File: src/rtl/corner_stream_packer.sv
// Buffers corner coordinates from the NMS stage in a FIFO and emits them on a
// valid/ready stream, closing every frame with an {dropped, accepted} trailer.
module corner_stream_packer #(
  parameter int FIFO_DEPTH  = 64,
  parameter int MAX_CORNERS = 500,
  parameter int COORD_WIDTH = 10
) (
  input  logic                     clk,
  input  logic                     rst,
  input  logic                     ce,
  input  logic                     iscorner,
  input  logic [COORD_WIDTH-1:0]   x_coord,
  input  logic [COORD_WIDTH-1:0]   y_coord,
  input  logic                     frame_end,
  output logic                     out_valid,
  input  logic                     out_ready,
  output logic [2*COORD_WIDTH-1:0] out_data,
  output logic                     out_last,
  output logic                     overflow
);

  localparam int DW = 2 * COORD_WIDTH;
  localparam int AW = $clog2(FIFO_DEPTH);
  localparam int CW = AW + 1;
  localparam logic [CW-1:0] DEPTH_FULL = CW'(FIFO_DEPTH);
  localparam logic [CW-1:0] DEPTH_RSV  = CW'(FIFO_DEPTH - 1);
  localparam logic [9:0]    MAX_ACC    = 10'(MAX_CORNERS);

  typedef enum logic {COLLECT, TRAILER} state_t;

  state_t        state_q, state_d;
  logic [DW:0]   mem_q [FIFO_DEPTH];
  logic [AW-1:0] wrPtr_q, rdPtr_q;
  logic [CW-1:0] count_q;
  logic [9:0]    accepted_q, accepted_d;
  logic [9:0]    dropped_q, dropped_d;
  logic [9:0]    pending_q, pending_d;
  logic          overflow_q, overflow_d;
  logic          cornerIn, frameEv, push, pop;
  logic [DW:0]   pushWord;

  function automatic logic [9:0] satInc(input logic [9:0] v);
    return (v == 10'h3FF) ? v : v + 10'd1;
  endfunction

  assign cornerIn  = ce & iscorner;
  assign frameEv   = ce & frame_end;
  assign out_valid = (count_q != '0);
  assign pop       = out_valid & out_ready;
  assign out_data  = out_valid ? mem_q[rdPtr_q][DW-1:0] : '0;
  assign out_last  = out_valid & mem_q[rdPtr_q][DW];
  assign overflow  = overflow_q;

  // Corners are judged against occupancy before this cycle's pop; one slot is
  // always kept free so the trailer can never be blocked by corners.
  // Drops seen while a trailer waits for space belong to the next frame.
  always_comb begin
    state_d    = state_q;
    accepted_d = accepted_q;
    dropped_d  = dropped_q;
    pending_d  = pending_q;
    overflow_d = overflow_q;
    push       = 1'b0;
    pushWord   = '0;
    case (state_q)
      COLLECT: begin
        if (cornerIn) begin
          if ((accepted_q < MAX_ACC) && (count_q < DEPTH_RSV)) begin
            push       = 1'b1;
            pushWord   = {1'b0, y_coord, x_coord};
            accepted_d = accepted_q + 10'd1;
          end else begin
            dropped_d  = satInc(dropped_q);
            overflow_d = 1'b1;
          end
        end
        if (frameEv) state_d = TRAILER;
      end
      TRAILER: begin
        if (cornerIn) overflow_d = 1'b1;
        if (count_q < DEPTH_FULL) begin
          push       = 1'b1;
          pushWord   = {1'b1, DW'({dropped_q, accepted_q})};
          accepted_d = '0;
          dropped_d  = cornerIn ? satInc(pending_q) : pending_q;
          pending_d  = '0;
          state_d    = COLLECT;
        end else if (cornerIn) begin
          pending_d = satInc(pending_q);
        end
      end
      default: state_d = COLLECT;
    endcase
  end

  always_ff @(posedge clk) begin
    if (rst) begin
      state_q    <= COLLECT;
      wrPtr_q    <= '0;
      rdPtr_q    <= '0;
      count_q    <= '0;
      accepted_q <= '0;
      dropped_q  <= '0;
      pending_q  <= '0;
      overflow_q <= 1'b0;
    end else begin
      state_q    <= state_d;
      wrPtr_q    <= wrPtr_q + AW'(push);
      rdPtr_q    <= rdPtr_q + AW'(pop);
      count_q    <= count_q + CW'(push) - CW'(pop);
      accepted_q <= accepted_d;
      dropped_q  <= dropped_d;
      pending_q  <= pending_d;
      overflow_q <= overflow_d;
    end
  end

  always_ff @(posedge clk) begin
    if (push && !rst) mem_q[wrPtr_q] <= pushWord;
  end

endmodule

File: config.mk
export PLATFORM = sky130hd
export DESIGN_NAME = corner_stream_packer
export DESIGN_NICKNAME = d
export VERILOG_FILES = /design/src/rtl/corner_stream_packer.sv
export SDC_FILE = /design/constraint.sdc
export NUM_CORES = 1
export LEC_CHECK = 0
export CAP_MARGIN = 20
export CORE_MARGIN = 5
export CORE_UTILIZATION = 55
export CTS_CLUSTER_SIZE = 8
export DETAILED_ROUTE_END_ITERATION = 8
export PLACE_DENSITY = 0.71
export SYNTH_ARGS = -nofsm -noshare
export SYNTH_HDL_FRONTEND = slang
export SYNTH_SLANG_ARGS = --single-unit
File: constraint.sdc
create_clock -name clk -period 4.36 [get_ports clk]
set_input_delay 0.436 -clock clk [delete_from_list [all_inputs] [get_ports clk]]
set_output_delay 0.436 -clock clk [all_outputs]
set_load 0.02 [all_outputs]
==> results.md <==
* Library cell used as clock root buffer: clkbuf_16
* CTS Buf Count at 192
* Pwr dens at 532 nW/um^2
* Remaining number of nets flagged by the antenna check after routing at 0
* Biggest area consumer among synthesized cells: edfxtp_1
* Startpoint types: flip-flop
* Design area at 63300 sq um
* Number of antenna repair diodes at 0
* Most frequent cells in the layout: 1344 x edfxtp_1, 252 x mux4_2, 193 x clkbuf_16, 177 x buf_4, 170 x mux2i_1
* Worst reg2reg path startpoint: count_q[6]$_SDFF_PP0_
* Floorplan Core Area at 98000 sq um
* Startpoint-to-endpoint class of the critical path: reg -> out
* Final worst-path setup slack at 0.00167 ns
* Number of cell instances on the worst register-to-register path at 10
* Post-Syn Instances at 2675
* Initial cell density of the core at 55.2%
* Clock input transition at the sequential cells of the worst setup and hold paths at 0.05 ns
* Overall global routing resource usage at 28.2%
* Standard cell with the maximum stage delay on the critical path: mux4_2
* Tcrit/Tclk final at between 90 and 100%
* Routed vias/inst at around 6.8
* Clock period minus worst slack at 4.36 ns
* Synth Net Count at roughly 2700
* Number of antenna violations at the first check in global routing at 6
* Area share of the largest cell type after synthesis at 74.6%
* Post-synth top flop: edfxtp_1
* Commonest non-fill, non-tap cell in the layout: edfxtp_1
* Routability Congestion at 0.854
* Synth warnings at 0
* Hold endpoint: state_q$_SDFF_PP0_
* CTS H-tree depth at 4
* Area of the multi-input gates at 12300 sq um
* Pin count of the biggest net entering global routing at 65
* Maximum operating frequency at 229 MHz
* Overall power after layout at 33.7 mW
* Leakage Power at between 20 and 25 nW
* Run status: complete, no violations
* Count of buffers inserted at the top-level ports at 48
* Worst Max-Slew Pin Slew at 1.16 ns
* Clock network latency to the later pin of the worst-skew pair at between 0.7 and 0.8 ns
* Accumulated negative setup slack at 0 ns
* Syn Std Cell Area at ~54000 sq um
* Fin. Hold Viols at 0
* Share of post-route cells with drive strength above 1 at 26.9%
* Worst hold path stage count at 3
* Sequential cell area fraction in the yosys report at 76.5%
* Register area at 41400 sq um
* Area of the die at 105000 sq um
* Net count reported at finish at 3019
* Number of filler instances in the final layout at 6221
* Area Growth Syn to Fin at 17.0%
* Post-synthesis register bit count at between 1000 and 1500
* Mean instance size in the synthesized netlist at 20.2 sq um
* Height of the chip at around 320 um
* Reg2Reg Capture Point: mem_q[43][18]$_DFFE_PP_
* Largest buffer count on any clock path at 3
* Worst voltage drop across the vdd grid at 0.364 mV
* Detail-routed net length per standard cell at 33.7 um
* Critical path capture point type: output port
* Sequence of cells on the critical path: buf_16, buf_16, mux4_2, a22oi_1, a21oi_1, a22o_1, clkdlybuf4s50_1
* Top post-synthesis cells by area: edfxtp_1 75%, mux4_2 10%, mux2i_1 3.1%, dfxtp_1 1.9%, a22o_1 1.3%
* Req. time, crit path at about 3.9 ns
* Synth unique cells at 63
* Boundary Pins at 49
* Starting DRT DRC Count at around 4300
* Number of buffers and inverters on the critical path at 3
* TritonCTS clock tree: yes
* FF-to-FF setup slack at 0.37 ns
* Biggest cell delay along the critical path at 0.57 ns
* Post-detail-place hpwl at 82.1 mm
* Horiz. Die Dim at 324 um
* Post-placement setup slack at 0.193 ns
* Unrepaired setup endpoints after global routing: yes
* Critical Path Most Common Cell: buf_16
* Clk sink count at 1395
* EDFF count, synth at between 1000 and 1500
* Via count at 29400
* Critical Path Fanout Max at 17
* Hold path startpoint: frame_end
* Number of global-route vias before repair at ~30000
* Endpoints failing setup at 0
* Post-Route WL at 145 mm
* Count of unresolved DRC violations after routing at 0
* Async S/R FF share, synth at 0%
* Total congestion overflow at 0
* Final max-slew violation count at 0
* Cell family contributing the most delay on the critical path: compound AO/OA/AOI/OAI gates
* Worst clock skew on the final layout at 0.0598 ns
* Data arrival time of the critical path at 3.92 ns
* Total iterations of the first detailed-routing run at 6
* Std-Cell Rows at 115
* Hold crit path type: in -> reg
* Slew headroom at a little under a quarter
* Total cell area at the placement stage at 57500 sq um
* Max-Cap Viols at 0
* Global-route wire length before repair at 211 mm
==> logic make-up after synthesis <==
group / share of synthesized area [%]
compound gates: 5.35
xor+xnor: 0.437
fa+ha+maj: 0.476
buf+inv: 1.52
flops: 76.5
mux: 13.7
simple gates: 2.04
==> registers in the layout, indices dropped and copies added, names as in the netlist <==
signal      count
mem_q        1344
dropped_q      10
state_q         1
overflow        1
count_q         7
accepted_q     10
rdPtr_q         6
wrPtr_q         6
pending_q      10
==> final cells by class <==
type / instances / area share (%)
clock buffer: 232 / 7.84
clock inverter: 15 / 0.516
inverter: 18 / 0.107
multi-input combinational: 1105 / 19.4
sequential: 1395 / 65.4
tap: 1287 / 2.54
timing repair buffer: 261 / 4.16
==> through the flow <==
stage / cells / util, % / hold slack, ns
after global routing: 4313 / 64.6 / 0.317
final: 4313 / 64.6 / 0.294
after detailed placement: 4046 / 58.6 / 0.449
after global placement: 4045 / 58.6 / 0.445
after CTS: 4311 / 64.5 / 0.246
after floorplan: 2675 / - / 0.441
==> timing repair <==
item | in CTS | in global routing
cloned | 6 | 1
endpoints found under the hold margin | 0 | 0
hold buffers | 0 | 0
resized for setup | 42 | 16
pin swaps | 1 | 0
endpoints found under the setup margin | 21 | 17
setup buffers | 12 | 1
==> report_power, final <==
group | internal [mW] | total [mW] | switching [mW]
Clock | 7.92 | 13.2 | 5.33
Combinational | 2.46 | 5.40 | 2.95
Sequential | 14.9 | 15.0 | 0.0859
Total | 25.3 | 33.7 | 8.37
==> worst min-delay path: stages <==
cell,delay [ns]
clkdlybuf4s50_1,0.40
a21oi_1,0.14
nor2_1,0.05
==> synthesized netlist by cell type, types with 10 or more instances <==
cell,instances
a2111oi_0,16
a211oi_1,40
a21oi_1,91
a22o_1,78
a22oi_1,50
buf_1,21
buf_2,40
buf_4,13
clkbuf_1,76
dfxtp_1,51
edfxtp_1,1344
ha_1,19
inv_1,17
mux2i_1,170
mux4_2,252
nand2_1,40
nand3_1,18
nor2_1,110
nor3_1,10
o221ai_1,42
o22ai_1,45
xnor2_1,16
xor2_1,11
==> layer usage <==
metal	global-route usage (%)	vias up	share of wire (%)
li1	-	11700	-
met1	38.4	15300	36
met2	45.0	2022	48
met3	6.38	340	12
met4	11.5	2	4.3
met5	0	-	0.0090
==> worst max-delay path by stage <==
| stage | start | endpoint | slack, ns | depth (start not counted) |
|---|---|---|---|---|
| 2_1_floorplan | count_q[6]$_SDFF_PP0_ | mem_q[0][9]$_DFFE_PP_ | 0.49 | 3 |
| 3_3_place_gp | rdPtr_q[0]$_SDFF_PP0_ | out_data[10] | 0.29 | 8 |
| 3_5_place_dp | rdPtr_q[0]$_SDFF_PP0_ | out_data[10] | 0.19 | 8 |
| 4_1_cts | rdPtr_q[0]$_SDFF_PP0_ | out_data[6] | -0.05 | 8 |
| 5_1_grt | rdPtr_q[0]$_SDFF_PP0_ | out_data[6] | -0.08 | 8 |
| 6_report | rdPtr_q[0]$_SDFF_PP0_ | out_data[10] | 0.002 | 7 |
(Power assumes the default switching activity.)
